File: src/rtl/uart_baud_gen_pkg.sv
// uart_baud_pkg: shared types and elaboration-time helpers for the baud
// generator. Holds the run-time rate table and the phase-increment function
// used to build the per-rate accumulator step at elaboration.
package uart_baud_pkg;

  localparam int SEL_W = 3;

  typedef logic [SEL_W-1:0] baud_sel_t;

  localparam int unsigned BAUD_RATES [0:7] = '{
    2400, 4800, 9600, 19200, 38400, 57600, 115200, 230400
  };

  // round(rate * os * 2^acc_w / freq); only ever evaluated on constants.
  function automatic longint unsigned baud_inc(
    input longint unsigned rate,
    input longint unsigned os,
    input int              acc_w,
    input longint unsigned freq
  );
    longint unsigned num;
    num = (rate * os) << acc_w;
    return (num + freq / 2) / freq;
  endfunction

endpackage

File: src/rtl/uart_baud_gen_if.sv
// uart_baud_gen_if: control and tick bundle between a UART and its baud
// generator.
//   master: drives en, restart, baud_sel; receives the ticks.
//   slave : the generator; drives rx_tick, tx_tick, os_idx, baud_level.
interface uart_baud_gen_if #(
  parameter int OVERSAMPLE = 16
);
  import uart_baud_pkg::*;

  localparam int OS_W = $clog2(OVERSAMPLE);

  logic            en;
  logic            restart;
  baud_sel_t       baud_sel;
  logic            rx_tick;
  logic            tx_tick;
  logic [OS_W-1:0] os_idx;
  logic            baud_level;

  modport master (
    output en, restart, baud_sel,
    input  rx_tick, tx_tick, os_idx, baud_level
  );

  modport slave (
    input  en, restart, baud_sel,
    output rx_tick, tx_tick, os_idx, baud_level
  );

endinterface

File: src/rtl/uart_baud_gen_phase_acc.sv
// baud_phase_acc: ACC_W-bit fractional phase accumulator.
//   clk, arst_n : clock, async active-low reset
//   clr         : synchronous clear to phase 0 (wins over en)
//   en          : advance by inc this cycle
//   inc         : phase step
//   carry       : combinational overflow of this cycle's add (0 when
//                 cleared or disabled)
module baud_phase_acc #(
  parameter int ACC_W = 24
) (
  input  logic             clk,
  input  logic             arst_n,
  input  logic             clr,
  input  logic             en,
  input  logic [ACC_W-1:0] inc,
  output logic             carry
);

  logic [ACC_W-1:0] acc_q;
  logic [ACC_W-1:0] acc_d;
  logic [ACC_W:0]   sum;

  always_comb begin
    sum   = {1'b0, acc_q} + {1'b0, inc};
    acc_d = acc_q;
    carry = 1'b0;
    if (clr) begin
      acc_d = '0;
    end else if (en) begin
      acc_d = sum[ACC_W-1:0];
      carry = sum[ACC_W];
    end
  end

  always_ff @(posedge clk or negedge arst_n) begin
    if (!arst_n) acc_q <= '0;
    else         acc_q <= acc_d;
  end

endmodule

File: src/rtl/uart_baud_gen.sv
// uart_baud_gen: fractional baud-rate generator with oversampled rx tick.
//   clk, arst_n : clock, async active-low reset
//   bus (slave) : en, restart, baud_sel in; rx_tick, tx_tick, os_idx,
//                 baud_level out (all registered)
// A rate change is treated exactly like a restart so the first bit at the
// new rate always starts from phase 0.
module uart_baud_gen
  import uart_baud_pkg::*;
#(
  parameter int CLK_FREQ   = 50_000_000,
  parameter int OVERSAMPLE = 16,
  parameter int ACC_W      = 24
) (
  input  logic           clk,
  input  logic           arst_n,
  uart_baud_gen_if.slave bus
);

  localparam int              OS_W    = $clog2(OVERSAMPLE);
  localparam logic [OS_W-1:0] OS_LAST = OS_W'(OVERSAMPLE - 1);

  logic [ACC_W-1:0] inc_tbl [0:(2**SEL_W)-1];

  for (genvar g = 0; g < 2**SEL_W; g++) begin : g_inc
    localparam longint unsigned INC_V =
      baud_inc(64'(BAUD_RATES[g]), 64'(OVERSAMPLE), ACC_W, 64'(CLK_FREQ));
    assign inc_tbl[g] = INC_V[ACC_W-1:0];
  end

  baud_sel_t       sel_q, sel_d;
  logic [OS_W-1:0] os_idx_q, os_idx_d;
  logic            rx_tick_q, rx_tick_d;
  logic            tx_tick_q, tx_tick_d;
  logic            baud_level_q, baud_level_d;

  logic restart_w;
  logic carry;

  assign restart_w = bus.restart || (bus.baud_sel != sel_q);

  baud_phase_acc #(
    .ACC_W (ACC_W)
  ) u_acc (
    .clk    (clk),
    .arst_n (arst_n),
    .clr    (restart_w),
    .en     (bus.en),
    .inc    (inc_tbl[sel_q]),
    .carry  (carry)
  );

  always_comb begin
    sel_d        = sel_q;
    os_idx_d     = os_idx_q;
    rx_tick_d    = 1'b0;
    tx_tick_d    = 1'b0;
    baud_level_d = baud_level_q;
    if (restart_w) begin
      sel_d    = bus.baud_sel;
      os_idx_d = '0;
    end else if (bus.en && carry) begin
      rx_tick_d = 1'b1;
      os_idx_d  = os_idx_q + 1'b1;  // power-of-two OVERSAMPLE wraps naturally
      if (os_idx_q == OS_LAST) begin
        tx_tick_d    = 1'b1;
        baud_level_d = ~baud_level_q;
      end
    end
  end

  always_ff @(posedge clk or negedge arst_n) begin
    if (!arst_n) begin
      sel_q        <= '0;
      os_idx_q     <= '0;
      rx_tick_q    <= 1'b0;
      tx_tick_q    <= 1'b0;
      baud_level_q <= 1'b0;
    end else begin
      sel_q        <= sel_d;
      os_idx_q     <= os_idx_d;
      rx_tick_q    <= rx_tick_d;
      tx_tick_q    <= tx_tick_d;
      baud_level_q <= baud_level_d;
    end
  end

  assign bus.rx_tick    = rx_tick_q;
  assign bus.tx_tick    = tx_tick_q;
  assign bus.os_idx     = os_idx_q;
  assign bus.baud_level = baud_level_q;

endmodule
File: src/flat_wrapper.sv
// flat-port wrapper written by rule: the top's interface ports become plain ports
module uart_baud_gen_flat import uart_baud_pkg::*;
#(
  parameter int CLK_FREQ   = 50_000_000,
  parameter int OVERSAMPLE = 16,
  parameter int ACC_W      = 24
)
  (clk, arst_n, bus_en, bus_restart, bus_baud_sel, bus_rx_tick, bus_tx_tick, bus_os_idx, bus_baud_level);
  uart_baud_gen_if #(.OVERSAMPLE(OVERSAMPLE)) bus_i ();
  input  logic clk;
  input  logic arst_n;
  input wire logic [$bits(bus_i.en)-1:0] bus_en;
  input wire logic [$bits(bus_i.restart)-1:0] bus_restart;
  input wire logic [$bits(bus_i.baud_sel)-1:0] bus_baud_sel;
  output wire logic [$bits(bus_i.rx_tick)-1:0] bus_rx_tick;
  output wire logic [$bits(bus_i.tx_tick)-1:0] bus_tx_tick;
  output wire logic [$bits(bus_i.os_idx)-1:0] bus_os_idx;
  output wire logic [$bits(bus_i.baud_level)-1:0] bus_baud_level;
  assign bus_i.en = bus_en;
  assign bus_i.restart = bus_restart;
  assign bus_i.baud_sel = bus_baud_sel;
  assign bus_rx_tick = bus_i.rx_tick;
  assign bus_tx_tick = bus_i.tx_tick;
  assign bus_os_idx = bus_i.os_idx;
  assign bus_baud_level = bus_i.baud_level;
  uart_baud_gen #(.CLK_FREQ(CLK_FREQ), .OVERSAMPLE(OVERSAMPLE), .ACC_W(ACC_W)) u_core (.clk(clk), .arst_n(arst_n), .bus(bus_i));
endmodule
File: config.mk
export PLATFORM = sky130hd
export DESIGN_NAME = uart_baud_gen_flat
export DESIGN_NICKNAME = d
export VERILOG_FILES = /design/src/rtl/uart_baud_gen_pkg.sv /design/src/rtl/uart_baud_gen_if.sv /design/src/rtl/uart_baud_gen_phase_acc.sv /design/src/rtl/uart_baud_gen.sv /design/src/flat_wrapper.sv
export SDC_FILE = /design/constraint.sdc
export NUM_CORES = 1
export LEC_CHECK = 0
export ABC_AREA = 1
export CAP_MARGIN = 10
export CORE_MARGIN = 5
export CORE_UTILIZATION = 40
export DETAILED_ROUTE_END_ITERATION = 16
export GPL_TIMING_DRIVEN = 0
export PLACE_DENSITY_LB_ADDON = 0.15
export SYNTH_ARGS = -nofsm -noshare
export SYNTH_HDL_FRONTEND = slang
export SYNTH_HIERARCHICAL = 1
export SYNTH_SLANG_ARGS = --single-unit
File: constraint.sdc
create_clock -name clk -period 5.8 [get_ports clk]
set_clock_uncertainty 0.05 [all_clocks]
set_input_delay 1.74 -clock clk [delete_from_list [all_inputs] [get_ports clk]]
set_output_delay 1.74 -clock clk [all_outputs]
set_load 0.005 [all_outputs]
Word level (Yosys, flattened, before mapping)
Memory sizes are Yosys's and may differ from the RTL's.
Cells that the tools add are included.
- register bits after elaboration: 34
- ROM bits: 192
- input bits: 7
- output and inout port bits: 7
- logic and storage cells: 33
- memories: 1
- $add $sub $neg: 2
- magnitude comparators: 1
- equal/unequal tests: 2
- multiplexer cells: 13
- bitwise logic cells: 3
- reductions and logical operators: 5
- memories (memory ; depth ; bits a word ; rd ports ; clocked after Yosys merged registers in ; write ports ; RTL line ; RTL):
    (name not given) ; 8 ; 24 ; 1 ; 0 ; 0 ; uart_baud_gen.sv:48 ; .inc (inc_tbl[sel_q]),
- operators with widths (cell ; count):
    $mux W24 ; 4
    $add A24 B24 Y25 ; 1
    $mux W4 ; 2
    $mux W1 ; 7
    $add A4 B1 Y4 const B ; 1
    $eq A4 B4 Y1 const B ; 1
    $ge A4 B4 Y1 const B ; 1
    $not A3 Y4 ; 1
    $reduce_bool A2 Y1 ; 2
    $ne A3 B3 Y1 ; 1
    $reduce_and A3 Y1 ; 1
    $not A1 Y1 ; 2
    $logic_and A1 B1 Y1 ; 1
    $logic_or A1 B1 Y1 ; 1

Longest topological paths before layout
- depth after elaboration: 10
- gate-level depth with buffers: 22
- mapped depth without buffers: 22

Cells and area by module
Netlist, hierarchy kept.
- modules (own cells, without submodules) (module ; times used ; cells each ; area an instance (sq um) ; seq. area each (sq um)):
    baud_phase_acc ; 1 ; 447 ; 2588.7 ; 600.6
    uart_baud_gen ; 1 ; 106 ; 772.0 ; 250.2

Worst setup path after synthesis
Ideal clock, no wire load.
- path type: input -> register
- start point: input port bus_baud_sel[1]
- end point: register u_core.os_idx_q[2] (netlist: u_core/bus.os_idx[2])
- setup time: 0.119 ns
- arrival time: 3.088 ns
- required time: 5.631 ns
- slack: 2.544 ns
- stages on the path: 14
- path buffers: 1
- cell sequence: inv_2 nand2_1 nand2_1 nor2_2 nand2_4 nor2_2 buf_6 nand2_1 inv_1 nand2_1 inv_1 nand2_1 xor2_1 nor2_2
- longest elaborated chain between the ends: 5
- elaborated cells between the ends (all ways): 6
- classes of those cells: eq/ne: 1; mux: 2; reduce/logical: 3
- ends and longest elaborated chain (element ; RTL line ; RTL):
    start: declaration ; flat_wrapper.sv:14 ; input wire logic [$bits(bus_i.baud_sel)-1:0] bus_baud_sel;
    $ne A3 B3 Y1 ; uart_baud_gen.sv:39 ; assign restart_w = bus.restart || (bus.baud_sel != sel_q);
    $logic_or A1 B1 Y1 ; uart_baud_gen.sv:39 ;
    net u_core.restart_w ; uart_baud_gen.sv:36 ; logic restart_w;
    $mux W1 ; uart_baud_gen_phase_acc.sv:27 ; if (clr) begin
    net u_core.carry ; uart_baud_gen.sv:37 ; logic carry;
    $logic_and A1 B1 Y1 ; uart_baud_gen.sv:61 ; end else if (bus.en && carry) begin
    $reduce_bool A2 Y1 (no line) ; - ;
    end signal: assignment ; uart_baud_gen.sv:80 ; os_idx_q <= os_idx_d;
    end: declaration ; uart_baud_gen.sv:31 ; logic [OS_W-1:0] os_idx_q, os_idx_d;
The timed path passes the listed nets, and every way through them passes these cells.
A chain may end at the register's enable or synchronous reset.

Worst setup path after layout
- start point: input port bus_baud_sel[1]
- end point: register u_core.baud_level_q (netlist: u_core/bus.baud_level)
- longest elaborated chain between the ends: 5
- elaborated cells between the ends (all ways): 6
- classes of those cells: eq/ne: 1; mux: 1; bitwise: 1; reduce/logical: 3
- ends and longest elaborated chain (element ; RTL line ; RTL):
    $ne A3 B3 Y1 ; uart_baud_gen.sv:39 ;
    $logic_or A1 B1 Y1 ; uart_baud_gen.sv:39 ;
    net u_core.restart_w ; uart_baud_gen.sv:36 ;
    $mux W1 ; uart_baud_gen_phase_acc.sv:27 ;
    net u_core.carry ; uart_baud_gen.sv:37 ;
    $logic_and A1 B1 Y1 ; uart_baud_gen.sv:61 ;
    $reduce_and A3 Y1 (no line) ; - ;
    end signal: assignment ; uart_baud_gen.sv:83 ; baud_level_q <= baud_level_d;
    end: declaration ; uart_baud_gen.sv:34 ; logic baud_level_q, baud_level_d;
The timed path passes the listed nets, and every way through them passes these cells.

==> results.sh <==
export IMPL_grt_pass1_wl_um=15200
export IMPL_r2r_slack_ns=2.30
export IMPL_power_density_over_the_cells_nw_per_um2=152
export IMPL_final_min_period_over_clock_period_pct=67.1
export IMPL_report_final_slew_viol_count=0
export IMPL_cts_hold_buffers=0
export IMPL_cts_h_tree_depth=2
export IMPL_multiInputGateArea_sq_um=2120
export IMPL_core_region_area_sq_um=8220
export IMPL_clock_tree_from_tritoncts="built"
export IMPL_io_buffers=13
export IMPL_placed_cells_incl_taps=673
export IMPL_total_clock_sinks=34
export IMPL_postRouteAntennaNets=0
export IMPL_worstHoldPathType="reg -> reg"
export IMPL_detailed_place_hpwl_um=7320
export IMPL_final_seq_area_sq_um=851
export IMPL_core_rowCount=33
export IMPL_path_common_cell="sky130_fd_sc_hd__nand2_1"
export IMPL_timing_critical_path_max_delay_family="simple AND/OR/NAND/NOR gates"
export IMPL_rsz0062_at_grt="false"
export IMPL_synthesis_area_sq_um=3360
export IMPL_vdd_ir_drop_worst_mv=0.101
export IMPL_die_area_sq_um=10300
export IMPL_floorplan_io_pins=14
export IMPL_critical_path_startpoint_category="primary input"
export IMPL_setup_violations_final=0
export IMPL_detail_route_vias_per_cell=4.79
export IMPL_syn_inst=553
export IMPL_cts_root_to_sink_buffers=2
export IMPL_crit_buf_inv=4
export IMPL_nNetsFinal=616
export IMPL_layout_commonest_cell="sky130_fd_sc_hd__nand2_1"
export IMPL_grt_overflow_total=0
export IMPL_vias=3263
export IMPL_cap_viol_max_count=0
export IMPL_layout_min_cycle_time_ns=3.89
export IMPL_grt_max_degree=35
export IMPL_synth_seq_cells=34
export IMPL_global_route_usage_total_pct=19.1
export IMPL_clock_insertion_delay_worst_skew_ns=0.30
export IMPL_ctsRootBufferMaster="sky130_fd_sc_hd__clkbuf_8"
export IMPL_drt_total_wl_um=8980
export IMPL_cell_variety_after_synth=34
export IMPL_place_gp_congestion=0.934
export IMPL_worst_setup_path_end_kind="flop"
export IMPL_total_power_uw=565
export IMPL_critical_path_class="in -> reg"
export IMPL_commonest_non_fill_non_tap_cells_in_the_layout="sky130_fd_sc_hd__nand2_1, sky130_fd_sc_hd__inv_1, sky130_fd_sc_hd__nor2_1, sky130_fd_sc_hd__dfrtp_1, sky130_fd_sc_hd__ha_1"
export IMPL_run_status="completed"
export IMPL_synthesis_area_per_instance_sq_um=6.08
export IMPL_yosysSeqAreaShare_pct=25.3
export IMPL_cp_data_required_time_ns=5.94
export IMPL_post_cts_setup_buffer_count=0
export IMPL_die_w_um=102
export IMPL_critPathMaxStageDelay_ns=0.52
export IMPL_finalCoreUtilization_pct=45.2
export IMPL_n_fill_cell=876
export IMPL_finish_cell_count_without_fillers=681
export IMPL_ys_warnings_count=6
export IMPL_leakagePower_uw=0.00218
export IMPL_post_route_cells_drive_above_1_share_pct=5.90
export IMPL_post_cts_resized=0
export IMPL_drt_wirelength_per_cell_um=13.2
export IMPL_crit_path_cell_trace="clkdlybuf4s50_1 -> inv_2 -> nand2_1 -> nand2_1 -> nor2_2 -> nand2_4 -> nor2_2 -> buf_6 -> nand2_1 -> inv_1 -> nand2_1 -> nor2_1 -> nand3_1 -> nand2_1 -> nand2_1"
export IMPL_cts_made_buffers=5
export IMPL_area_growth_synth_to_final_pct=10.6
export IMPL_drt_iter0_markers=180
export IMPL_hold_viol=0
export IMPL_slowest_stage="sky130_fd_sc_hd__clkdlybuf4s50_1"
export IMPL_insertedDiodeCount=0
export IMPL_drt_pre_antenna_iters=5
export IMPL_setup_tns_final_ns=0
export IMPL_residual_drc=0
export IMPL_tightest_slew_ns=0.798
export IMPL_max_freq_ghz=0.257
export IMPL_cp_arrival_ns=4.03
export IMPL_slew_limit_headroom_pct=46.8
export IMPL_clock_transition_at_the_register_clock_pins_on_the_worst_setup_and_hold_paths_after_cts_ns=0.07
export IMPL_first_global_vias=3142
export IMPL_initial_standard_cell_utilization_of_the_core_pct=40.9
export IMPL_crit_fanout=10
export IMPL_antenna_found_initial=0
export IMPL_die_height_um=102
-- worst min-delay path: cells and delay by family (launching register included) --
kind          cells  cell delay (ns)
flops             1             0.35
simple gates      2             0.10
-- layout make-up --
type	count	area share, %
repair buffers	13	3.37
flip-flops and latches	34	22.9
well taps	105	3.54
plain buffers	8	1.08
multi-input cells	418	57.1
clock buffers	7	2.32
clock inverters	1	0.135
inverters	95	9.60
-- power by group --
group | internal (uW) | switching, uW | total, uW
Combinational | 39.1 | 85.7 | 125
Clock | 96.0 | 99.7 | 196
Sequential | 241 | 3.97 | 245
Total | 376 | 189 | 565
-- Yosys cell counts --
| master | count | area [sq um] |
|---|---|---|
| sky130_fd_sc_hd__a22o_1 | 2 | 17.5 |
| sky130_fd_sc_hd__or2_1 | 1 | 6.26 |
| sky130_fd_sc_hd__xor2_1 | 2 | 17.5 |
| sky130_fd_sc_hd__dfrtp_1 | 34 | 851 |
| sky130_fd_sc_hd__inv_1 | 91 | 342 |
| sky130_fd_sc_hd__nor2_1 | 37 | 139 |
| sky130_fd_sc_hd__ha_1 | 33 | 413 |
| sky130_fd_sc_hd__a211oi_1 | 1 | 7.51 |
| sky130_fd_sc_hd__nor2_2 | 10 | 62.6 |
| sky130_fd_sc_hd__nand2_2 | 4 | 25.0 |
| sky130_fd_sc_hd__a21o_1 | 1 | 7.51 |
| sky130_fd_sc_hd__nand2_4 | 1 | 11.3 |
| sky130_fd_sc_hd__o21ai_2 | 1 | 8.76 |
| sky130_fd_sc_hd__a21oi_2 | 1 | 8.76 |
| sky130_fd_sc_hd__conb_1 | 1 | 3.75 |
| sky130_fd_sc_hd__buf_6 | 1 | 11.3 |
| sky130_fd_sc_hd__a21oi_1 | 19 | 95.1 |
| sky130_fd_sc_hd__nand3_1 | 29 | 145 |
| sky130_fd_sc_hd__nor2_4 | 2 | 22.5 |
| sky130_fd_sc_hd__mux2i_1 | 1 | 10.0 |
| sky130_fd_sc_hd__o21ai_1 | 5 | 25.0 |
| sky130_fd_sc_hd__clkbuf_1 | 5 | 18.8 |
| sky130_fd_sc_hd__fa_1 | 1 | 20.0 |
| sky130_fd_sc_hd__nand2_1 | 224 | 841 |
| sky130_fd_sc_hd__inv_2 | 4 | 15.0 |
| sky130_fd_sc_hd__o21ai_0 | 20 | 100 |
| sky130_fd_sc_hd__xnor2_1 | 2 | 17.5 |
| sky130_fd_sc_hd__nand4_1 | 7 | 43.8 |
| sky130_fd_sc_hd__buf_2 | 2 | 10.0 |
| sky130_fd_sc_hd__nor3_1 | 6 | 30.0 |
| sky130_fd_sc_hd__nand3b_1 | 2 | 15.0 |
| sky130_fd_sc_hd__a31oi_1 | 1 | 6.26 |
| sky130_fd_sc_hd__and2_1 | 1 | 6.26 |
| sky130_fd_sc_hd__o31ai_1 | 1 | 7.51 |
-- state kept, by name, summed over array words and instances, names as in the netlist --
signal	cells
u_core/bus.baud_level	1
u_core/bus.rx_tick	1
u_core/u_acc/acc_q	24
u_core/bus.os_idx	4
u_core/sel_q	3
u_core/bus.tx_tick	1
-- final timing paths --
kind | startpoint | endpoint | cells after the start
min in group asynchronous | arst_n | u_core/u_acc/acc_q[14] | 1
max in group asynchronous | arst_n | u_core/bus.os_idx[0] | 1
worst min register to register | u_core/u_acc/acc_q[7] | u_core/u_acc/acc_q[7] | 2
worst max register to register | u_core/sel_q[0] | u_core/bus.os_idx[2] | 22
worst max-delay path | bus_baud_sel[1] | u_core/bus.baud_level | 15
worst min-delay path | u_core/u_acc/acc_q[7] | u_core/u_acc/acc_q[7] | 2
-- stage by stage --
stage	instance area, sq um	setup slack [ns]	hold WS (ns)
floorplan	3370	2.54	0.403
global placement	3630	1.56	0.420
detailed placement	3620	1.55	0.426
CTS	3720	1.87	0.446
global route	3720	1.73	0.468
finish	3720	1.91	0.440
-- routing by layer --
| layer | vias up | track usage, % | part of all wire, % |
|---|---|---|---|
| li1 | 1748 | - | - |
| met1 | 1458 | 25.4 | 50 |
| met2 | 47 | 31.7 | 46 |
| met4 | 0 | 6.13 | 1.4 |
| met5 | - | 0 | 0 |
| met3 | 10 | 2.82 | 2.9 |
-- logic make-up after synthesis --
kind of cell | count (synthesis) | share of synthesized area (%)
flip-flops | 34 | 25.3
other | 1 | 0.112
AO/OA/AOI/OAI | 52 | 8.45
AND/OR/NAND/NOR | 324 | 40.1
multiplexers | 1 | 0.298
XOR/XNOR | 4 | 1.04
buffers and inverters | 103 | 11.8
adder cells (fa/ha/maj) | 34 | 12.9
No activity file was read; power rests on OpenSTA's default activity.
